<file path="config.mk">
export PLATFORM = sky130hd
export DESIGN_NAME = logic_gate_pipe
export DESIGN_NICKNAME = d
export VERILOG_FILES = /design/src/rtl/logic_gate_pipe.sv
export SDC_FILE = /design/constraint.sdc
export NUM_CORES = 1
export LEC_CHECK = 0
export ABC_AREA = 1
export CAP_MARGIN = 20
export CORE_UTILIZATION = 58
export CTS_BUF_LIST = sky130_fd_sc_hd__clkbuf_16
export DETAILED_ROUTE_END_ITERATION = 8
export HOLD_SLACK_MARGIN = 0.02
export PLACE_DENSITY = 0.89
export SLEW_MARGIN = 20
export SYNTH_ARGS = -nofsm -noshare
export SYNTH_HDL_FRONTEND = slang
export SYNTH_SLANG_ARGS = --single-unit
</file>
<file path="constraint.sdc">
create_clock -name clk -period 2.4 [get_ports clk]
set_input_delay 0.36 -clock clk [delete_from_list [all_inputs] [get_ports clk]]
set_output_delay 0.36 -clock clk [all_outputs]
set_load 0.005 [all_outputs]
</file>
<file path="src/rtl/logic_gate_pipe.sv">
// Bitwise 2-input logic stage with valid/ready on both sides, a main result register plus one skid entry,
// and a saturating output-handshake counter. Define LOGIC_PIPE_PARITY_EN to add the out_par port (^out_y).
module logic_gate_pipe #(
    parameter int WIDTH = 8,
    parameter int CNT_W = 16
) (
    input  logic             clk,
    input  logic             rst_n,
    input  logic             in_valid,
    output logic             in_ready,
    input  logic [WIDTH-1:0] in_a,
    input  logic [WIDTH-1:0] in_b,
    input  logic [2:0]       in_op,
    output logic             out_valid,
    input  logic             out_ready,
    output logic [WIDTH-1:0] out_y,
`ifdef LOGIC_PIPE_PARITY_EN
    output logic             out_par,
`endif
    output logic [CNT_W-1:0] xfer_cnt
);

`ifdef LOGIC_PIPE_PARITY_EN
    localparam int EW = WIDTH + 1;
`else
    localparam int EW = WIDTH;
`endif

    logic [WIDTH-1:0] res;
    logic [EW-1:0]    ent_new;
    logic [EW-1:0]    main_q, main_d, skid_q, skid_d;
    logic             main_vld_q, main_vld_d, skid_vld_q, skid_vld_d;
    logic             rdy_q, rdy_d;
    logic [CNT_W-1:0] cnt_q, cnt_d;
    logic             accept, drain;

    always_comb begin
        res = '0;
        case (in_op)
            3'b000:  res = in_a & in_b;
            3'b001:  res = in_a | in_b;
            3'b010:  res = ~(in_a & in_b);
            3'b011:  res = ~(in_a | in_b);
            3'b100:  res = in_a ^ in_b;
            3'b101:  res = ~(in_a ^ in_b);
            3'b110:  res = ~in_a;
            default: res = in_a;
        endcase
    end

    // Parity travels with the result so it stays aligned through the skid entry.
`ifdef LOGIC_PIPE_PARITY_EN
    assign ent_new = {^res, res};
`else
    assign ent_new = res;
`endif

    assign accept = in_valid & rdy_q;
    assign drain  = main_vld_q & out_ready;

    always_comb begin
        main_d     = main_q;
        main_vld_d = main_vld_q;
        skid_d     = skid_q;
        skid_vld_d = skid_vld_q;
        cnt_d      = cnt_q;
        if (drain) begin
            if (cnt_q != {CNT_W{1'b1}}) cnt_d = cnt_q + CNT_W'(1);
            if (skid_vld_q) begin
                main_d     = skid_q;
                skid_vld_d = 1'b0;
            end else if (accept) begin
                main_d = ent_new;
            end else begin
                main_vld_d = 1'b0;
            end
        end else if (accept) begin
            if (!main_vld_q) begin
                main_d     = ent_new;
                main_vld_d = 1'b1;
            end else begin
                skid_d     = ent_new;
                skid_vld_d = 1'b1;
            end
        end
        // Registered ready: low for the whole cycle the skid entry is occupied.
        rdy_d = !skid_vld_d;
    end

    always_ff @(posedge clk or negedge rst_n) begin
        if (!rst_n) begin
            main_q     <= '0;
            main_vld_q <= 1'b0;
            skid_q     <= '0;
            skid_vld_q <= 1'b0;
            rdy_q      <= 1'b0;
            cnt_q      <= '0;
        end else begin
            main_q     <= main_d;
            main_vld_q <= main_vld_d;
            skid_q     <= skid_d;
            skid_vld_q <= skid_vld_d;
            rdy_q      <= rdy_d;
            cnt_q      <= cnt_d;
        end
    end

    assign in_ready  = rdy_q;
    assign out_valid = main_vld_q;
    assign out_y     = main_q[WIDTH-1:0];
    assign xfer_cnt  = cnt_q;
`ifdef LOGIC_PIPE_PARITY_EN
    assign out_par   = main_q[WIDTH];
`endif

endmodule
</file>
==> results of run 1 <==
-- worst reg2reg max path, cell delays in order, from the launching register on --
cell and delay [ps]:
sky130_fd_sc_hd__dfrtp_1 410, sky130_fd_sc_hd__ha_1 290, sky130_fd_sc_hd__nand3_2 150, sky130_fd_sc_hd__nor3_4 190, sky130_fd_sc_hd__nand3_2 140, sky130_fd_sc_hd__nand2_4 170, sky130_fd_sc_hd__inv_4 140, sky130_fd_sc_hd__nand2_1 110
sky130_fd_sc_hd__o21ai_2 50
-- layout by cell type (no fill, tap or decap) --
| cell type | Yosys | final |
|---|---|---|
| sky130_fd_sc_hd__nand3_1 | 51 | 51 |
| sky130_fd_sc_hd__nand3_2 | 2 | 2 |
| sky130_fd_sc_hd__inv_4 | 1 | 1 |
| sky130_fd_sc_hd__o21ai_2 | 5 | 5 |
| sky130_fd_sc_hd__nor2_4 | 1 | 1 |
| sky130_fd_sc_hd__inv_1 | 61 | 62 |
| sky130_fd_sc_hd__inv_2 | 1 | 1 |
| sky130_fd_sc_hd__dfrtp_1 | 35 | 35 |
| sky130_fd_sc_hd__nand3b_1 | 9 | 9 |
| sky130_fd_sc_hd__nor2_2 | 2 | 2 |
| sky130_fd_sc_hd__or2_2 | 1 | 1 |
| sky130_fd_sc_hd__o21ai_1 | 5 | 5 |
| sky130_fd_sc_hd__nand2_2 | 3 | 3 |
| sky130_fd_sc_hd__o21ai_0 | 5 | 5 |
| sky130_fd_sc_hd__xor2_1 | 4 | 4 |
| sky130_fd_sc_hd__clkdlybuf4s50_1 | 0 | 48 |
| sky130_fd_sc_hd__nor3_1 | 5 | 5 |
| sky130_fd_sc_hd__clkinv_1 | 0 | 2 |
| sky130_fd_sc_hd__nand2_1 | 120 | 120 |
| sky130_fd_sc_hd__nand2_4 | 1 | 1 |
| sky130_fd_sc_hd__buf_4 | 1 | 9 |
| sky130_fd_sc_hd__a21oi_1 | 4 | 4 |
| sky130_fd_sc_hd__ha_1 | 17 | 17 |
| sky130_fd_sc_hd__nor3_4 | 1 | 1 |
| sky130_fd_sc_hd__nor3_2 | 2 | 2 |
| sky130_fd_sc_hd__nand4_1 | 19 | 19 |
| sky130_fd_sc_hd__clkbuf_16 | 0 | 5 |
| sky130_fd_sc_hd__xnor2_1 | 2 | 2 |
| sky130_fd_sc_hd__nor2_1 | 45 | 45 |
-- worst max path at each step --
stage / from / to / slack, ps / depth (start not counted)
floorplan: xfer_cnt[0]$_DFFE_PN0P_ / xfer_cnt[14]$_DFFE_PN0P_ / 870 / 9
global placement: in_op[0] / out_y[3]$_DFFE_PN0P_ / 410 / 9
detailed placement: in_op[0] / skid_q[1]$_DFFE_PN0P_ / 360 / 9
CTS: in_op[0] / skid_q[0]$_DFFE_PN0P_ / 630 / 9
global route: in_op[2] / out_y[2]$_DFFE_PN0P_ / 430 / 8
finish: in_op[0] / out_y[2]$_DFFE_PN0P_ / 590 / 9
-- cell type report --
cell class	count	area (um2)
clock buffer	5	125
clock inverter	3	11.3
fill	341	1030
inverter	63	239
multi-input combinational	304	1580
sequential	35	876
tap	52	65.1
timing repair buffer	57	548
-- synthesized netlist by cell type (2+ instances only) --
cell type                  instances  area, um2
sky130_fd_sc_hd__clkbuf_1          2       7.51
sky130_fd_sc_hd__dfrtp_1          35        876
sky130_fd_sc_hd__nand4_1          19        119
sky130_fd_sc_hd__buf_6             2       22.5
sky130_fd_sc_hd__o21ai_0           5       25.0
sky130_fd_sc_hd__a21oi_1           4       20.0
sky130_fd_sc_hd__ha_1             17        213
sky130_fd_sc_hd__buf_2             9       45.0
sky130_fd_sc_hd__xnor2_1           2       17.5
sky130_fd_sc_hd__nand2_2           3       18.8
sky130_fd_sc_hd__nand3_1          51        255
sky130_fd_sc_hd__o21ai_1           5       25.0
sky130_fd_sc_hd__nor3_2            2       20.0
sky130_fd_sc_hd__nor2_2            2       12.5
sky130_fd_sc_hd__nor2_1           45        169
sky130_fd_sc_hd__nand3b_1          9       67.6
sky130_fd_sc_hd__inv_1            61        229
sky130_fd_sc_hd__nor3_1            5       25.0
sky130_fd_sc_hd__xor2_1            4       35.0
sky130_fd_sc_hd__nand2_1         120        450
sky130_fd_sc_hd__o21ai_2           5       43.8
sky130_fd_sc_hd__nand3_2           2       20.0
-- sequential cells by signal (all words and copies together) (netlist names) --
register and flops:
skid_vld_q 1, in_ready 1, skid_q 8, out_y 8
out_valid 1, xfer_cnt 16
-- per-layer routing --
| layer | routed length, um | GRT usage | part of all wire |
|---|---|---|---|
| met5 | 0 | 0 | 0 |
| met4 | 94 | 0.0978 | 0.014 |
| met3 | 304 | 0.0549 | 0.045 |
| met2 | 3390 | 0.495 | 0.50 |
| met1 | 2960 | 0.355 | 0.44 |
-- per-stage QoR --
| step | area, um2 | util | setup WS (ps) | total power [W] | hold WS [ps] |
|---|---|---|---|---|---|
| 2_1_floorplan | 2780 | - | 869 | 0.00162 | 64.4 |
| 3_3_place_gp | 3310 | 0.740 | 409 | 0.00207 | 464 |
| 3_5_place_dp | 3310 | 0.740 | 356 | 0.00214 | 464 |
| 4_1_cts | 3450 | 0.770 | 627 | 0.00276 | 479 |
| 5_1_grt | 3450 | 0.770 | 426 | 0.00295 | 504 |
| 6_report | 3450 | 0.770 | 586 | 0.00275 | 479 |
-- power by group through the flow --
stage	clock (W)	combinational [W]	sequential, W
final	0.000601	0.00117	0.000986
after global routing	0.000632	0.00131	0.00101
after floorplan	0	0.000650	0.000972
after detailed placement	0	0.00115	0.000985
after global placement	0	0.00110	0.000972
after CTS	0.000608	0.00117	0.000982
-- cells by family after synthesis --
family	count (synthesis)	share of synthesized area
AND/OR/NAND/NOR	262	0.433
buffers and inverters	77	0.116
flip-flops	35	0.315
AO/OA/AOI/OAI	19	0.0410
adder cells (fa/ha/maj)	17	0.0765
XOR/XNOR	6	0.0189
==> report_table.html, run 1 <==
<table>
<tr><th>Metric</th><th>Value</th></tr>
<tr><th colspan="2">Run status</th></tr>
<tr><td>Result of the run</td><td>finished, violations left</td></tr>
<tr><td>Failing checks</td><td>design-rule violations</td></tr>
<tr><th colspan="2">Critical path</th></tr>
<tr><td>Worst reg-to-reg path cell count</td><td>8</td></tr>
<tr><td>Critical Path Slowest Stage Cell</td><td>sky130_fd_sc_hd__clkdlybuf4s50_1</td></tr>
<tr><td>Crit path kind</td><td>primary input to flop</td></tr>
<tr><td>Reg-to-reg setup timing slack</td><td>roughly 630 ps</td></tr>
<tr><td>Worst r2r src</td><td>xfer_cnt[0]$_DFFE_PN0P_</td></tr>
<tr><td>Cells traversed along the worst timing path</td><td>clkdlybuf4s50_1 -&gt; buf_4 -&gt; nor2_4 -&gt; nand2_2 -&gt; nor2_1 -&gt; nor2_1 -&gt; nand4_1 -&gt; nand2_1 -&gt; nand2_1</td></tr>
<tr><td>Required arrival time at the worst endpoint</td><td>between 2000 and 3000 ps</td></tr>
<tr><td>Buf+Inv Stages, Crit Path</td><td>2</td></tr>
<tr><td>Critical path's top delay family</td><td>simple AND/OR/NAND/NOR gates</td></tr>
<tr><td>Arrival time of data at the critical path endpoint</td><td>a little over 2000 ps</td></tr>
<tr><td>Crit-path max FO</td><td>9</td></tr>
<tr><td>Capturing element type of the critical path</td><td>flop</td></tr>
<tr><td>Endpoint of the worst-slack reg-to-reg timing path</td><td>xfer_cnt[14]$_DFFE_PN0P_</td></tr>
<tr><td>Critical path startpoint category</td><td>primary input</td></tr>
<tr><td>Critical path's largest stage delay</td><td>roughly 570 ps</td></tr>
<tr><th colspan="2">Routing</th></tr>
<tr><td>Sum of routed wire length over all layers</td><td>between 6 and 7 mm</td></tr>
<tr><td>Count of nets left with antenna violations after detail routing</td><td>0</td></tr>
<tr><td>Remaining routing DRC violations</td><td>3</td></tr>
<tr><td>Wire per inst</td><td>13.0 um</td></tr>
<tr><td>Number of design-rule violations left by the first detailed-router iteration</td><td>about 210</td></tr>
<tr><td>Vias/cell</td><td>about 5.5</td></tr>
<tr><td>DRT Pass-1 Iters</td><td>7</td></tr>
<tr><td>Vias after detailed routing</td><td>2876</td></tr>
<tr><th colspan="2">Global route</th></tr>
<tr><td>Wire length of the first global-routing pass</td><td>11.5 mm</td></tr>
<tr><td>Global-route usage over all layers</td><td>0.285</td></tr>
<tr><td>Pin count of the biggest net entering global routing</td><td>36</td></tr>
<tr><td>Number of antenna violations at the first check in global routing</td><td>0</td></tr>
<tr><td>Vias in the first global route</td><td>~2700</td></tr>
<tr><td>Overflow after GRT</td><td>0</td></tr>
<tr><th colspan="2">Die</th></tr>
<tr><td>Core footprint</td><td>4470 um2</td></tr>
<tr><td>Initial cell density of the core</td><td>0.621</td></tr>
<tr><td>Die outline area</td><td>~5000 um2</td></tr>
<tr><td>Core Rows</td><td>24</td></tr>
<tr><td>Number of primary I/O pins</td><td>49</td></tr>
<tr><td>Floorplan die width</td><td>roughly 70 um</td></tr>
<tr><td>Vertical die dimension</td><td>approximately 70 um</td></tr>
<tr><th colspan="2">Layout</th></tr>
<tr><td>Area added between synthesis and finish</td><td>24.0%</td></tr>
<tr><td>Share of post-route cells with drive strength above 1</td><td>0.0728</td></tr>
<tr><td>Number of non-filler instances in the completed layout</td><td>a little over 500</td></tr>
<tr><td>Antenna Diode Count</td><td>0</td></tr>
<tr><td>Total Nets Final</td><td>between 500 and 600</td></tr>
<tr><th colspan="2">Min path</th></tr>
<tr><td>Path class of the lowest-slack min-delay path</td><td>flop to flop</td></tr>
<tr><td>Hold Crit Start</td><td>out_y[6]$_DFFE_PN0P_</td></tr>
<tr><td>Worst hold path cell count</td><td>2</td></tr>
<tr><td>Sink of the worst hold path</td><td>out_y[6]$_DFFE_PN0P_</td></tr>
<tr><th colspan="2">STA</th></tr>
<tr><td>Relative slew margins</td><td>0.419</td></tr>
<tr><td>Pin slew with the least headroom to its limit</td><td>871 ps</td></tr>
<tr><td>Sum of negative setup slack</td><td>0 ps</td></tr>
<tr><td>Max Fclk</td><td>551 MHz</td></tr>
<tr><td>Number of hold violations in the final report</td><td>0</td></tr>
<tr><td>Clock skew after layout</td><td>~3.7 ps</td></tr>
<tr><td>Final-report max-slew violation count</td><td>0</td></tr>
<tr><td>Finish-stage setup viols</td><td>0</td></tr>
<tr><td>Minimum clock period</td><td>between 1500 and 2000 ps</td></tr>
<tr><td>Final clock period utilization by the worst path</td><td>0.756</td></tr>
<tr><td>RSZ-0062 raised after global routing</td><td>false</td></tr>
<tr><th colspan="2">CTS</th></tr>
<tr><td>Hold bufs inserted after CTS</td><td>0</td></tr>
<tr><td>Later-pin clock latency in the skew report</td><td>approximately 280 ps</td></tr>
<tr><td>Number of levels the H-tree was split into</td><td>2</td></tr>
<tr><td>Clk slew on worst S/H paths</td><td>about 50 ps</td></tr>
<tr><td>CTS buffer count</td><td>5</td></tr>
<tr><td>Maximum number of buffers from clock root to sink</td><td>2</td></tr>
<tr><td>Clock sink count</td><td>35</td></tr>
<tr><td>Gates resized, CTS repair</td><td>0</td></tr>
<tr><td>Clock tree from TritonCTS</td><td>yes</td></tr>
<tr><td>Clock tree root driver cell</td><td>sky130_fd_sc_hd__clkbuf_16</td></tr>
<tr><td>Number of buffers inserted to repair setup after CTS</td><td>0</td></tr>
<tr><th colspan="2">Pwr</th></tr>
<tr><td>Combinational cell fraction of total power</td><td>0.424</td></tr>
<tr><td>Power dissipated by switching net loads</td><td>between 0.001 and 0.0015 W</td></tr>
<tr><td>Internal Power</td><td>0.00174 W</td></tr>
<tr><td>Leakage Power</td><td>1.81 nW</td></tr>
<tr><td>Fraction of power spent switching nets</td><td>0.366</td></tr>
<tr><td>Clock group share of total power</td><td>0.218</td></tr>
<tr><td>Sequential fraction of design power</td><td>0.358</td></tr>
<tr><td>Maximum VDD drop</td><td>approximately 0.73 mV</td></tr>
<tr><td>Power density normalized to cell area</td><td>around 800 nW/um2</td></tr>
<tr><th colspan="2">Yosys</th></tr>
<tr><td>Cells after synthesis</td><td>416</td></tr>
<tr><td>Synthesis Warnings</td><td>0</td></tr>
<tr><td>Fraction of registers with async set or reset after synthesis</td><td>1.00</td></tr>
<tr><td>Number of distinct standard cells referenced by the synthesized netlist</td><td>29</td></tr>
<tr><td>Post-synth EDFFs</td><td>0</td></tr>
<tr><td>Number of nets in the synthesized netlist</td><td>between 400 and 500</td></tr>
<tr><td>Post-synthesis instance area</td><td>between 2000 and 3000 um2</td></tr>
<tr><td>Leading register cell type out of synthesis</td><td>sky130_fd_sc_hd__dfrtp_1</td></tr>
<tr><td>Sequential area share after synthesis</td><td>0.315</td></tr>
<tr><td>Post-synthesis sequential element count</td><td>35</td></tr>
<tr><td>Post-Synthesis Mean Instance Area</td><td>around 6.7 um2</td></tr>
<tr><th colspan="2">Place</th></tr>
<tr><td>Placer's final routability congestion estimate</td><td>0.910</td></tr>
<tr><td>Post-DP HPWL</td><td>approximately 5.0 mm</td></tr>
<tr><td>Post-Place Cells</td><td>roughly 510</td></tr>
<tr><td>Port bufs</td><td>48</td></tr>
<tr><th colspan="2">Run</th></tr>
<tr><td>Max capacitance violation total</td><td>0</td></tr>
</table>
Note: power is estimated with default switching activity, not from simulation.
==> run 2, diff against run 1 <==
Settings changed: CORE_UTILIZATION 58 to 48, PLACE_DENSITY 0.89 to 0.79.
Clock period 2.4 ns to 1.65 ns, I/O delays scaled along.
==> run 2 against run 1 <==
  * Highest routed layer unchanged
  * The run now ends clean
  * Sequential share of layout area decreased by 1.7 points
  * Total power increased by 49%
  * Final cell count increased by 8.1%
  * Critical path depth decreased by 8
  * Clock power increased by 46%
  * Worst setup slack got worse by 500 ps
  * Wire length increased by 0.62%
  * First-iteration DRC count increased by 29%
==> report_table.html, run 2 (synthesis results as in run 1) <==
<table>
<tr><th>Metric</th><th>Value</th></tr>
<tr><th colspan="2">Die</th></tr>
<tr><td>Core footprint</td><td>5540 um2</td></tr>
<tr><td>Floorplan die width</td><td>just under 80 um</td></tr>
<tr><td>Number of primary I/O pins</td><td>49</td></tr>
<tr><td>Core Rows</td><td>27</td></tr>
<tr><td>Die outline area</td><td>between 6000 and 7000 um2</td></tr>
<tr><td>Initial cell density of the core</td><td>0.502</td></tr>
<tr><td>Vertical die dimension</td><td>slightly below 80 um</td></tr>
<tr><th colspan="2">Critical path</th></tr>
<tr><td>Capturing element type of the critical path</td><td>primary output</td></tr>
<tr><td>Required arrival time at the worst endpoint</td><td>between 1000 and 1500 ps</td></tr>
<tr><td>Critical path's top delay family</td><td>buffers and inverters</td></tr>
<tr><td>First element of the critical path</td><td>xfer_cnt[10]$_DFFE_PN0P_</td></tr>
<tr><td>Endpoint of the worst-slack reg-to-reg timing path</td><td>xfer_cnt[10]$_DFFE_PN0P_</td></tr>
<tr><td>Critical path startpoint category</td><td>flop</td></tr>
<tr><td>Number of gates on the worst path with buffers counted</td><td>1</td></tr>
<tr><td>Worst reg-to-reg path cell count</td><td>8</td></tr>
<tr><td>Worst setup path endpoint</td><td>xfer_cnt[10]</td></tr>
<tr><td>Worst r2r src</td><td>xfer_cnt[0]$_DFFE_PN0P_</td></tr>
<tr><td>Crit-path max FO</td><td>7</td></tr>
<tr><td>Reg-to-reg setup timing slack</td><td>180 ps</td></tr>
<tr><td>Buf+Inv Stages, Crit Path</td><td>1</td></tr>
<tr><td>Crit path kind</td><td>flop to primary output</td></tr>
<tr><td>Critical Path Slowest Stage Cell</td><td>sky130_fd_sc_hd__clkdlybuf4s50_1</td></tr>
<tr><td>Cells traversed along the worst timing path</td><td>clkdlybuf4s50_1</td></tr>
<tr><td>Arrival time of data at the critical path endpoint</td><td>1320 ps</td></tr>
<tr><td>Critical path's largest stage delay</td><td>560 ps</td></tr>
<tr><th colspan="2">STA</th></tr>
<tr><td>Fin Hold WS</td><td>between 300 and 400 ps</td></tr>
<tr><td>Finish-stage setup viols</td><td>0</td></tr>
<tr><td>Clock skew after layout</td><td>roughly 4.3 ps</td></tr>
<tr><td>Sum of negative setup slack</td><td>0 ps</td></tr>
<tr><td>Slack of the critical path</td><td>86.2 ps</td></tr>
<tr><td>Max Fclk</td><td>between 600 and 700 MHz</td></tr>
<tr><td>Number of hold violations in the final report</td><td>0</td></tr>
<tr><td>Minimum clock period</td><td>between 1500 and 2000 ps</td></tr>
<tr><td>Final clock period utilization by the worst path</td><td>0.948</td></tr>
<tr><td>RSZ-0062 raised after global routing</td><td>false</td></tr>
<tr><td>Relative slew margins</td><td>0.702</td></tr>
<tr><td>Final-report max-slew violation count</td><td>0</td></tr>
<tr><td>Pin slew with the least headroom to its limit</td><td>roughly 450 ps</td></tr>
<tr><th colspan="2">CTS</th></tr>
<tr><td>Number of levels the H-tree was split into</td><td>2</td></tr>
<tr><td>Clk slew on worst S/H paths</td><td>50 ps</td></tr>
<tr><td>Maximum number of buffers from clock root to sink</td><td>2</td></tr>
<tr><td>Clock tree from TritonCTS</td><td>yes</td></tr>
<tr><td>Later-pin clock latency in the skew report</td><td>~280 ps</td></tr>
<tr><td>Clock sink count</td><td>35</td></tr>
<tr><td>CTS buffer count</td><td>5</td></tr>
<tr><td>Clock tree root driver cell</td><td>sky130_fd_sc_hd__clkbuf_16</td></tr>
<tr><th colspan="2">Global route</th></tr>
<tr><td>Overflow after GRT</td><td>0</td></tr>
<tr><td>Global-route usage over all layers</td><td>0.251</td></tr>
<tr><td>Number of antenna violations at the first check in global routing</td><td>0</td></tr>
<tr><td>Pin count of the biggest net entering global routing</td><td>36</td></tr>
<tr><td>Vias in the first global route</td><td>around 2900</td></tr>
<tr><td>Wire length of the first global-routing pass</td><td>roughly 12 mm</td></tr>
<tr><th colspan="2">Routing</th></tr>
<tr><td>Wire per inst</td><td>12.1 um</td></tr>
<tr><td>Sum of routed wire length over all layers</td><td>approximately 6.8 mm</td></tr>
<tr><td>Number of design-rule violations left by the first detailed-router iteration</td><td>around 270</td></tr>
<tr><td>DRT Pass-1 Iters</td><td>4</td></tr>
<tr><td>Remaining routing DRC violations</td><td>0</td></tr>
<tr><td>Vias after detailed routing</td><td>2928</td></tr>
<tr><td>Count of nets left with antenna violations after detail routing</td><td>0</td></tr>
<tr><td>Vias/cell</td><td>5.22</td></tr>
<tr><th colspan="2">Layout</th></tr>
<tr><td>Antenna Diode Count</td><td>0</td></tr>
<tr><td>Area added between synthesis and finish</td><td>32.9%</td></tr>
<tr><td>Most common cell after layout, fill and taps aside</td><td>sky130_fd_sc_hd__nand2_1</td></tr>
<tr><td>Total Nets Final</td><td>528</td></tr>
<tr><td>Register Area</td><td>~880 um2</td></tr>
<tr><td>Commonest cells after routing, fill and taps aside</td><td>120 x sky130_fd_sc_hd__nand2_1, 62 x sky130_fd_sc_hd__inv_1, 51 x sky130_fd_sc_hd__nand3_1, 46 x sky130_fd_sc_hd__clkdlybuf4s50_1, 44 x sky130_fd_sc_hd__nor2_1</td></tr>
<tr><td>Max FFs per register</td><td>16</td></tr>
<tr><td>Share of post-route cells with drive strength above 1</td><td>0.119</td></tr>
<tr><td>Fill cells</td><td>482</td></tr>
<tr><td>Area used by multi-input combinational logic</td><td>1600 um2</td></tr>
<tr><th colspan="2">Run status</th></tr>
<tr><td>Result of the run</td><td>finished clean</td></tr>
<tr><th colspan="2">Pwr</th></tr>
<tr><td>Power density normalized to cell area</td><td>1110 nW/um2</td></tr>
<tr><td>Maximum VDD drop</td><td>0.871 mV</td></tr>
<tr><td>Overall power after layout</td><td>~0.004 W</td></tr>
<tr><td>Leakage Power</td><td>around 1.9 nW</td></tr>
<tr><th colspan="2">Place</th></tr>
<tr><td>Placer's final routability congestion estimate</td><td>between 0.8 and 0.9</td></tr>
<tr><td>Port bufs</td><td>48</td></tr>
<tr><td>Post-DP HPWL</td><td>just over 5 mm</td></tr>
<tr><td>Worst slack after detailed placement</td><td>-345 ps</td></tr>
<tr><th colspan="2">Min path</th></tr>
<tr><td>Path class of the lowest-slack min-delay path</td><td>primary input to asynchronous set/reset pin</td></tr>
<tr><th colspan="2">Run</th></tr>
<tr><td>Max capacitance violation total</td><td>0</td></tr>
</table>
run 2: worst min path at each step:
| stage | start | to | slack [ps] | cells past startpoint |
|---|---|---|---|---|
| after floorplan | rst_n | in_ready$_DFF_PN0_ | -50 | 0 |
| after global placement | out_y[5]$_DFFE_PN0P_ | out_y[5]$_DFFE_PN0P_ | 470 | 2 |
| after detailed placement | out_y[2]$_DFFE_PN0P_ | out_y[2]$_DFFE_PN0P_ | 460 | 2 |
| after CTS | rst_n | xfer_cnt[12]$_DFFE_PN0P_ | 410 | 2 |
| after global routing | rst_n | skid_q[6]$_DFFE_PN0P_ | 420 | 2 |
| final | rst_n | out_y[6]$_DFFE_PN0P_ | 390 | 2 |
run 2: report_power, final:
group          switching, W  internal, W  total (W)
Combinational      0.000919     0.000898    0.00182
Clock              0.000334     0.000542   0.000877
Sequential         0.000220      0.00119    0.00141
run 2: what timing repair did:
item                                    CTS  global route
endpoints found under the setup margin   16            10
buffers inserted                          0             1
resized for setup                         2             4
pin swaps                                 0             1
hold buffers                              0             0
run 2: layout make-up:
cell class / instances / share of cell area
repair buffers: 79 / 0.205
flip-flops and latches: 35 / 0.237
clock buffers: 5 / 0.0339
multi-input cells: 304 / 0.432
inverters: 63 / 0.0647
well taps: 72 / 0.0244
clock inverters: 3 / 0.00305
run 2: per-stage QoR:
stage           util  area (um2)  cells
4_1_cts        0.661        3660    560
3_5_place_dp   0.635        3520    552
6_report       0.667        3690    561
3_3_place_gp   0.635        3520    552
5_1_grt        0.667        3690    561
2_1_floorplan      -        2780    416
run 2: routing by layer:
metal	wire, um	up-vias	GRT usage
li1	-	1467	-
met1	2960	1348	0.316
met2	3340	94	0.422
met3	307	19	0.0430
met4	175	0	0.107
met5	0	-	0
==> run 3, diff against run 2 <==
Settings changed: ABC_CLOCK_PERIOD_IN_PS from default to 1650.
==> results of run 3 <==
Same layout as run 2: the final DEF is identical, and so are final timing and power.
